===== src/rtl/uart_pkg.sv =====
// Shared UART definitions used by both the receiver and the transmitter.
// Latency: n/a (types and constants only).
// Backpressure: n/a.
package uart_pkg;

  localparam int UART_DATA_W = 8;

  // 50 MHz / 19200 baud; the transmitter uses the same divisor.
  localparam logic [11:0] BAUD_DIV_DEFAULT = 12'hA2C;

  typedef enum logic [1:0] {
    IDLE  = 2'd0,
    START = 2'd1,
    DATA  = 2'd2,
    STOP  = 2'd3
  } rx_state_t;

endpackage


===== src/rtl/sync2.sv =====
// Two-flop synchronizer for a single asynchronous input.
// Latency: 2 clk cycles from i_async to o_sync.
// Backpressure: none; samples every cycle.
// Ports: clk, rst (sync, active-high), i_async (raw input), o_sync (synchronized output).
module sync2 #(
  parameter logic RST_VAL = 1'b1
) (
  input  logic clk,
  input  logic rst,
  input  logic i_async,
  output logic o_sync
);

  logic r_meta;
  logic r_sync;

  always_ff @(posedge clk) begin
    if (rst) begin
      r_meta <= RST_VAL;
      r_sync <= RST_VAL;
    end else begin
      r_meta <= i_async;
      r_sync <= r_meta;
    end
  end

  assign o_sync = r_sync;

endmodule


===== src/rtl/uart_rx_framed.sv =====
// 8N1 UART receiver with false-start rejection, framing-error and overrun flags.
// Latency: rdy rises 3 + BAUD_DIV/2 + 9*BAUD_DIV cycles after the RX pin falls.
// Backpressure: none; a new byte overwrites rx_data and raises ovr if rdy was still set.
// Ports: clk, rst (sync, active-high), RX (async serial in, idle high),
//        clr_rdy (consumer ack), rx_data (last good byte), rdy (unread byte),
//        frm_err (sticky bad stop bit), ovr (sticky overrun), busy (frame in progress).
module uart_rx_framed
  import uart_pkg::*;
#(
  parameter int BAUD_DIV = int'(BAUD_DIV_DEFAULT),
  parameter int CNT_W    = 12
) (
  input  logic                   clk,
  input  logic                   rst,
  input  logic                   RX,
  input  logic                   clr_rdy,
  output logic [UART_DATA_W-1:0] rx_data,
  output logic                   rdy,
  output logic                   frm_err,
  output logic                   ovr,
  output logic                   busy
);

  // Start sample lands mid-bit: half a period after the detected edge.
  localparam logic [CNT_W-1:0] HALF_LOAD = CNT_W'(BAUD_DIV / 2 - 1);
  localparam logic [CNT_W-1:0] FULL_LOAD = CNT_W'(BAUD_DIV - 1);

  rx_state_t              r_state;
  rx_state_t              w_state_nxt;
  logic [CNT_W-1:0]       r_cnt;
  logic [CNT_W-1:0]       w_cnt_nxt;
  logic [3:0]             r_bit_cnt;
  logic [3:0]             w_bit_nxt;
  logic [UART_DATA_W-1:0] r_shreg;
  logic [UART_DATA_W-1:0] w_shreg_nxt;
  logic [UART_DATA_W-1:0] r_rx_data;
  logic [UART_DATA_W-1:0] w_data_nxt;
  logic                   r_rdy;
  logic                   w_rdy_nxt;
  logic                   r_frm_err;
  logic                   w_frm_nxt;
  logic                   r_ovr;
  logic                   w_ovr_nxt;
  logic                   r_rx_q;
  logic                   w_rx_s;
  logic                   w_strobe;
  logic                   w_start_edge;

  sync2 #(
    .RST_VAL (1'b1)
  ) u_sync (
    .clk     (clk),
    .rst     (rst),
    .i_async (RX),
    .o_sync  (w_rx_s)
  );

  // Only a fresh 1->0 transition starts a frame; a line held low does not retrigger.
  assign w_start_edge = r_rx_q & ~w_rx_s;
  assign w_strobe     = (r_cnt == '0);

  always_ff @(posedge clk) begin
    if (rst) begin
      r_state   <= IDLE;
      r_cnt     <= '0;
      r_bit_cnt <= '0;
      r_shreg   <= '0;
      r_rx_data <= '0;
      r_rdy     <= 1'b0;
      r_frm_err <= 1'b0;
      r_ovr     <= 1'b0;
      r_rx_q    <= 1'b1;
    end else begin
      r_state   <= w_state_nxt;
      r_cnt     <= w_cnt_nxt;
      r_bit_cnt <= w_bit_nxt;
      r_shreg   <= w_shreg_nxt;
      r_rx_data <= w_data_nxt;
      r_rdy     <= w_rdy_nxt;
      r_frm_err <= w_frm_nxt;
      r_ovr     <= w_ovr_nxt;
      r_rx_q    <= w_rx_s;
    end
  end

  always_comb begin
    w_state_nxt = r_state;
    w_cnt_nxt   = r_cnt;
    w_bit_nxt   = r_bit_cnt;
    w_shreg_nxt = r_shreg;
    w_data_nxt  = r_rx_data;
    w_rdy_nxt   = r_rdy;
    w_frm_nxt   = r_frm_err;
    w_ovr_nxt   = r_ovr;

    // Clear first so that any set event below in the same cycle wins.
    if (clr_rdy) begin
      w_rdy_nxt = 1'b0;
      w_frm_nxt = 1'b0;
      w_ovr_nxt = 1'b0;
    end

    // Counter and bit count hold while idle.
    if ((r_state != IDLE) && !w_strobe) begin
      w_cnt_nxt = r_cnt - CNT_W'(1);
    end

    case (r_state)
      IDLE: begin
        if (w_start_edge) begin
          w_state_nxt = START;
          w_cnt_nxt   = HALF_LOAD;
        end
      end
      START: begin
        if (w_strobe) begin
          if (!w_rx_s) begin
            w_state_nxt = DATA;
            w_cnt_nxt   = FULL_LOAD;
            w_bit_nxt   = '0;
          end else begin
            // Glitch shorter than half a bit: drop it silently.
            w_state_nxt = IDLE;
          end
        end
      end
      DATA: begin
        if (w_strobe) begin
          w_shreg_nxt = {w_rx_s, r_shreg[UART_DATA_W-1:1]};
          w_bit_nxt   = r_bit_cnt + 4'd1;
          w_cnt_nxt   = FULL_LOAD;
          if (r_bit_cnt == 4'd7) begin
            w_state_nxt = STOP;
          end
        end
      end
      STOP: begin
        // Leave at the stop-bit sample so a back-to-back start edge is caught.
        if (w_strobe) begin
          w_state_nxt = IDLE;
          if (w_rx_s) begin
            w_data_nxt = r_shreg;
            w_rdy_nxt  = 1'b1;
            if (r_rdy) begin
              w_ovr_nxt = 1'b1;
            end
          end else begin
            w_frm_nxt = 1'b1;
          end
        end
      end
      default: begin
        w_state_nxt = IDLE;
      end
    endcase
  end

  assign rx_data = r_rx_data;
  assign rdy     = r_rdy;
  assign frm_err = r_frm_err;
  assign ovr     = r_ovr;
  assign busy    = (r_state != IDLE);

endmodule

===== config.mk =====
export PLATFORM = sky130hd
export DESIGN_NAME = uart_rx_framed
export DESIGN_NICKNAME = d
export VERILOG_FILES = /design/src/rtl/uart_pkg.sv /design/src/rtl/sync2.sv /design/src/rtl/uart_rx_framed.sv
export SDC_FILE = /design/constraint.sdc
export NUM_CORES = 1
export LEC_CHECK = 0
export ABC_AREA = 1
export ABC_CLOCK_PERIOD_IN_PS = 1620
export CAP_MARGIN = 40
export CORE_MARGIN = 1
export CORE_UTILIZATION = 45
export CTS_BUF_LIST = sky130_fd_sc_hd__clkbuf_8
export CTS_CLUSTER_DIAMETER = 80
export DETAILED_ROUTE_END_ITERATION = 8
export PLACE_DENSITY = 0.74
export SYNTH_ARGS = -nofsm -noshare
export SYNTH_HDL_FRONTEND = slang
export SYNTH_HIERARCHICAL = 1
export SYNTH_SLANG_ARGS = --single-unit

===== constraint.sdc =====
create_clock -name clk -period 1.62 [get_ports clk]
set_input_delay 0.243 -clock clk [delete_from_list [all_inputs] [get_ports clk]]
set_output_delay 0.243 -clock clk [all_outputs]
set_load 0.005 [all_outputs]

# After elaboration in Yosys (flattened, before gate mapping)
# Index checks and enable logic that the tools add are counted.
# op_classes
addsub,2
muxes,30
n_eq_ne,10
n_bitwise,2
reduce_logical,10
# ops
operator,count
$mux W12,5
$pmux W12 S3,1
$mux W1,13
$logic_not A12 Y1,1
$mux W2,6
$mux W4,3
$ne A2 B2 Y1 const B,6
$sub A12 B1 Y12 const B,1
$pmux W2 S4,1
$pmux W4 S2,1
$reduce_and A5 Y1,1
$add A4 B1 Y4 const B,1
$eq A2 B2 Y1 const B,2
$eq A4 B3 Y1 const B,1
$reduce_and A4 Y1,1
$reduce_bool A2 Y1,2
$reduce_and A3 Y1,1
$eq A2 B1 Y1 const B,1
$logic_not A2 Y1,1
$reduce_and A2 Y1,1
$and A1 B1 Y1,1
$logic_and A1 B1 Y1,1
$logic_not A1 Y1,1
$not A1 Y1,1
# word_totals
ff_bits,40
in_bits,4
wordCells,65

# Depth between registers and ports, before layout
# logic_depth
word_depth,7
mapped_depth,12
ltp_nobuf,11

# Modules after synthesis
# Netlist, hierarchy kept.
# by_module_without_submodules
mod,area_per_inst_um2,cells_each,instances
uart_rx_framed,1839.3,263,1
sync2,58.8,7,1

# Worst setup path after synthesis
# No wires, ideal clock.
# synth_path
path_type,flip-flop to flip-flop
from,register r_cnt[0]
to,register r_cnt[1]
period_less_slack_ns,1.509
path_buffers,0
t_required_ns,1.550
arrival_ns,1.439
setup_slack_ns,0.111
path_stages_with_launch,11
setup_ns,0.070
cell_sequence,dfxtp_1 inv_1 ha_1 inv_1 nor2_1 nand2_1 nor2_1 nand2_1 o21ai_0 inv_1 a21oi_1
# synth_via
elab_chain_cells,7
# synth_rtl
element,line_no,rtl
start: declaration,uart_rx_framed.sv:30,logic [CNT_W-1:0] r_cnt;
start signal: assignment,uart_rx_framed.sv:75,r_cnt <= w_cnt_nxt;
"parallel branches: the longest is 6 deep, another holds $sub A12 B1 Y12",--,
$pmux W12 S3 (*),uart_rx_framed.sv:108,case (r_state)
# Every way passes the cells marked *.
# A chain may end at the register's enable or synchronous reset.

# Final worst setup path
# layout_path
from,register r_state[0]
to,output port busy
# layout_via
elab_chain_cells,1
# layout_rtl
element,line_no,rtl
start: declaration,uart_rx_framed.sv:28,rx_state_t r_state;
start signal: assignment,uart_rx_framed.sv:74,r_state <= w_state_nxt;
$reduce_bool A2 Y1,uart_rx_framed.sv:162,assign busy = (r_state != IDLE);
end: declaration,uart_rx_framed.sv:21,output logic busy
# No other way between the ends.

==> results by group <==
Final layout
  • Fraction of layout cells with a size suffix above 1: 13.0%
  • Layout Nets: 304
  • Finished Layout Cells: 349
  • Design area: 2330 um^2
  • Ant. Diodes: 0
  • Area of the multi-input gates: 965 um^2
  • Fillcell total: 379
  • Area grow syn2layout: 22.6%
  • Register area: 806 um^2

Die
  • Top-level I/O count: 16
  • Die width: 66.9 um
  • Area of the die: 4480 um^2
  • # rows: 23
  • DIE HEIGHT: 66.9 um
  • Initial Util: 47.1%
  • CORE AREA: 4030 um^2

Routing
  • Drt pass-1 iters: 4
  • Remaining antenna violation count: 0
  • Vias: 1715
  • DRC: 0
  • Vias per cell: 4.91
  • Initial DRC Count: 87
  • Final WL: 4040 um
  • Routed len/inst: 11.6 um

Logic synthesis
  • Post-synthesis cell count: 270
  • Synthesized flop and latch total: 40
  • Yosys warning count: 6
  • Main synth FF type: dfxtp_1
  • Largest area contributor in the netlist: dfxtp_1
  • Post-synth top area share: 42.2%
  • Avg Cell Area, Syn: 7.03 um^2
  • Area contributors post-synth: dfxtp_1 42%, nand2_1 15%, a21oi_1 6.9%
  • Top post-synthesis cells by count: 74 x nand2_1, 40 x dfxtp_1, 32 x nor2_1, 27 x inv_1, 26 x a21oi_1
  • Sequential area share after synthesis: 42.2%
  • Top-count cell post-synth: nand2_1
  • Count of cell types in the netlist: 30
  • Net Count, Synth: 276
  • Async set-reset flop share out of synthesis: 0%
  • Post-Syn Area: 1900 um^2
  • EDFF count, synth: 0

Worst setup path
  • Crit path max-delay family: buffers and inverters
  • CP Data Arrival Time: 1320 ps
  • Startpoint type of the worst setup path: flop
  • WP data required: 1380 ps
  • Critical-path top delay cell: clkdlybuf4s50_1
  • Flop2flop setup slack: 110 ps
  • WP buf/inv: 2
  • Slowest cell delay on critical path: 500 ps
  • Setup CP Type: reg -> out
  • Crit end category: output port
  • Worst-path fanout max: 6
  • Crit path cell chain: nor2_2 -> inv_2 -> clkdlybuf4s50_1

Timing
  • Worst Clk Skew: 6.59 ps
  • Tmin final: 1560 ps
  • FMAX: 642 MHz
  • Worst Tran Pin Value: 385 ps
  • Worst setup margin: 61.9 ps
  • Max-slew headroom: 74.1%
  • Slew Viols, Final: 0
  • Hold WS: 417 ps
  • Final period util: 96.2%
  • Number of setup violations in the final report: 0
  • Final Hold Vio Count: 0
  • RSZ-0062 raised after global routing: yes

Pwr
  • Static Leakage: 1.01 nW
  • Pwr per Cell Area: 1680 nW/um^2
  • Worst vdd ir: 0.718 mV
  • Tot Pwr: 3.92 mW

Flow run
  • MaxCap Viol Count: 0

Place
  • Gp weighted congestion: 0.865
  • # port buffers: 15
  • DP HPWL: 2840 um
  • Worst slack, placed: 51.1 ps
  • Dpl cell area: 2140 um^2
  • Placed instance count: 338

Clocking
  • Htree depth: 2
  • Clock Pin Slew Worst Setup and Hold Paths: 80 ps
  • Worst-Skew Late Latency: 300 ps
  • CTS tree: yes
  • Clock tree buffer depth: 2
  • Number of CTS-inserted buffers: 5
  • CTS root buffer: clkbuf_8
  • Sink Count: 40

Outcome
  • Status: completed

Global routing
  • Vias in the first global route: 1483
  • Largest net degree at the start of global routing: 16
  • Total gr overflow: 0
  • GRT Util Overall: 19.1%
  • First-pass GRT wire length: 6270 um
  • Initial antenna violation count: 0

Min path
  • Hold crit path type: reg -> reg
-- logic make-up after synthesis --
| group | after synthesis | synth area share [%] |
|---|---|---|
| flops | 40 | 42.2 |
| compound gates | 41 | 11.5 |
| fa+ha+maj | 2 | 1.32 |
| xor+xnor | 7 | 3.23 |
| buf+inv | 37 | 8.64 |
| simple gates | 143 | 33.2 |
-- what timing repair did --
| item | 4_1_cts | 5_1_grt |
|---|---|---|
| resized for setup | 4 | 8 |
| buffers inserted | 0 | 3 |
| gates cloned | 0 | 0 |
| hold buffers | 0 | 0 |
| pin swaps | 0 | 2 |
| endpoints found under the setup margin | 1 | 35 |
-- routing by layer --
layer / global-route usage, % / part of all wire (%)
met1: 21.6 / 46
met2: 33.0 / 51
met4: 5.59 / 0.89
met5: 0 / 0
met3: 7.19 / 2.8
-- where the power goes --
group / leakage [nW] / internal (mW) / total [mW] / switching (mW)
clock: 0.0548 / 0.464 / 0.832 / 0.368
combinational: 0.625 / 0.749 / 1.86 / 1.11
sequential: 0.326 / 1.11 / 1.22 / 0.113
-- flip-flops by register name (all words and copies together) (netlist names), named ones only --
signal,flops
u_sync/r_meta,1
rx_data,8
u_sync/o_sync,1
frm_err,1
r_shreg,8
r_state,1
ovr,1
r_cnt,12
rdy,1
r_rx_q,1
r_bit_cnt,4
-- metrics by stage --
step | util (%) | TNS (ps)
4_1_cts | 56.0 | 0
6_report | 57.8 | 0
3_5_place_dp | 53.0 | 0
5_1_grt | 57.8 | -183
2_1_floorplan | - | 0
3_3_place_gp | 53.0 | 0
-- worst min-delay path: cells and delay by family, from the launching register on --
family	cells	cell delay, ps
buffers and inverters	1	30
and+or+nand+nor	1	50
DFF	1	310
-- cell type report --
class,count,share of cell area (%)
clock buffer,5,2.96
clock inverter,3,1.99
inverter,30,4.95
multi-input combinational,193,41.5
sequential,40,34.6
tap,50,2.69
timing repair buffer,28,11.3
-- cell usage in the layout, fill, tap and decap left out, types with 9 or more instances in the layout --
cell,n
nand3_1,19
a21oi_1,26
nand2_1,73
clkdlybuf4s50_1,15
buf_4,11
nor2_1,30
dfxtp_1,38
inv_1,26
nand4_1,9
-- worst paths after layout --
kind | from | to | cells after the start
min reg2reg | u_sync/r_meta | u_sync/o_sync | 2
max | r_state[0] | busy | 3
max reg2reg | r_cnt[0] | flop | 11
min | u_sync/r_meta | u_sync/o_sync | 2
No activity file was read; power rests on OpenSTA's default activity.
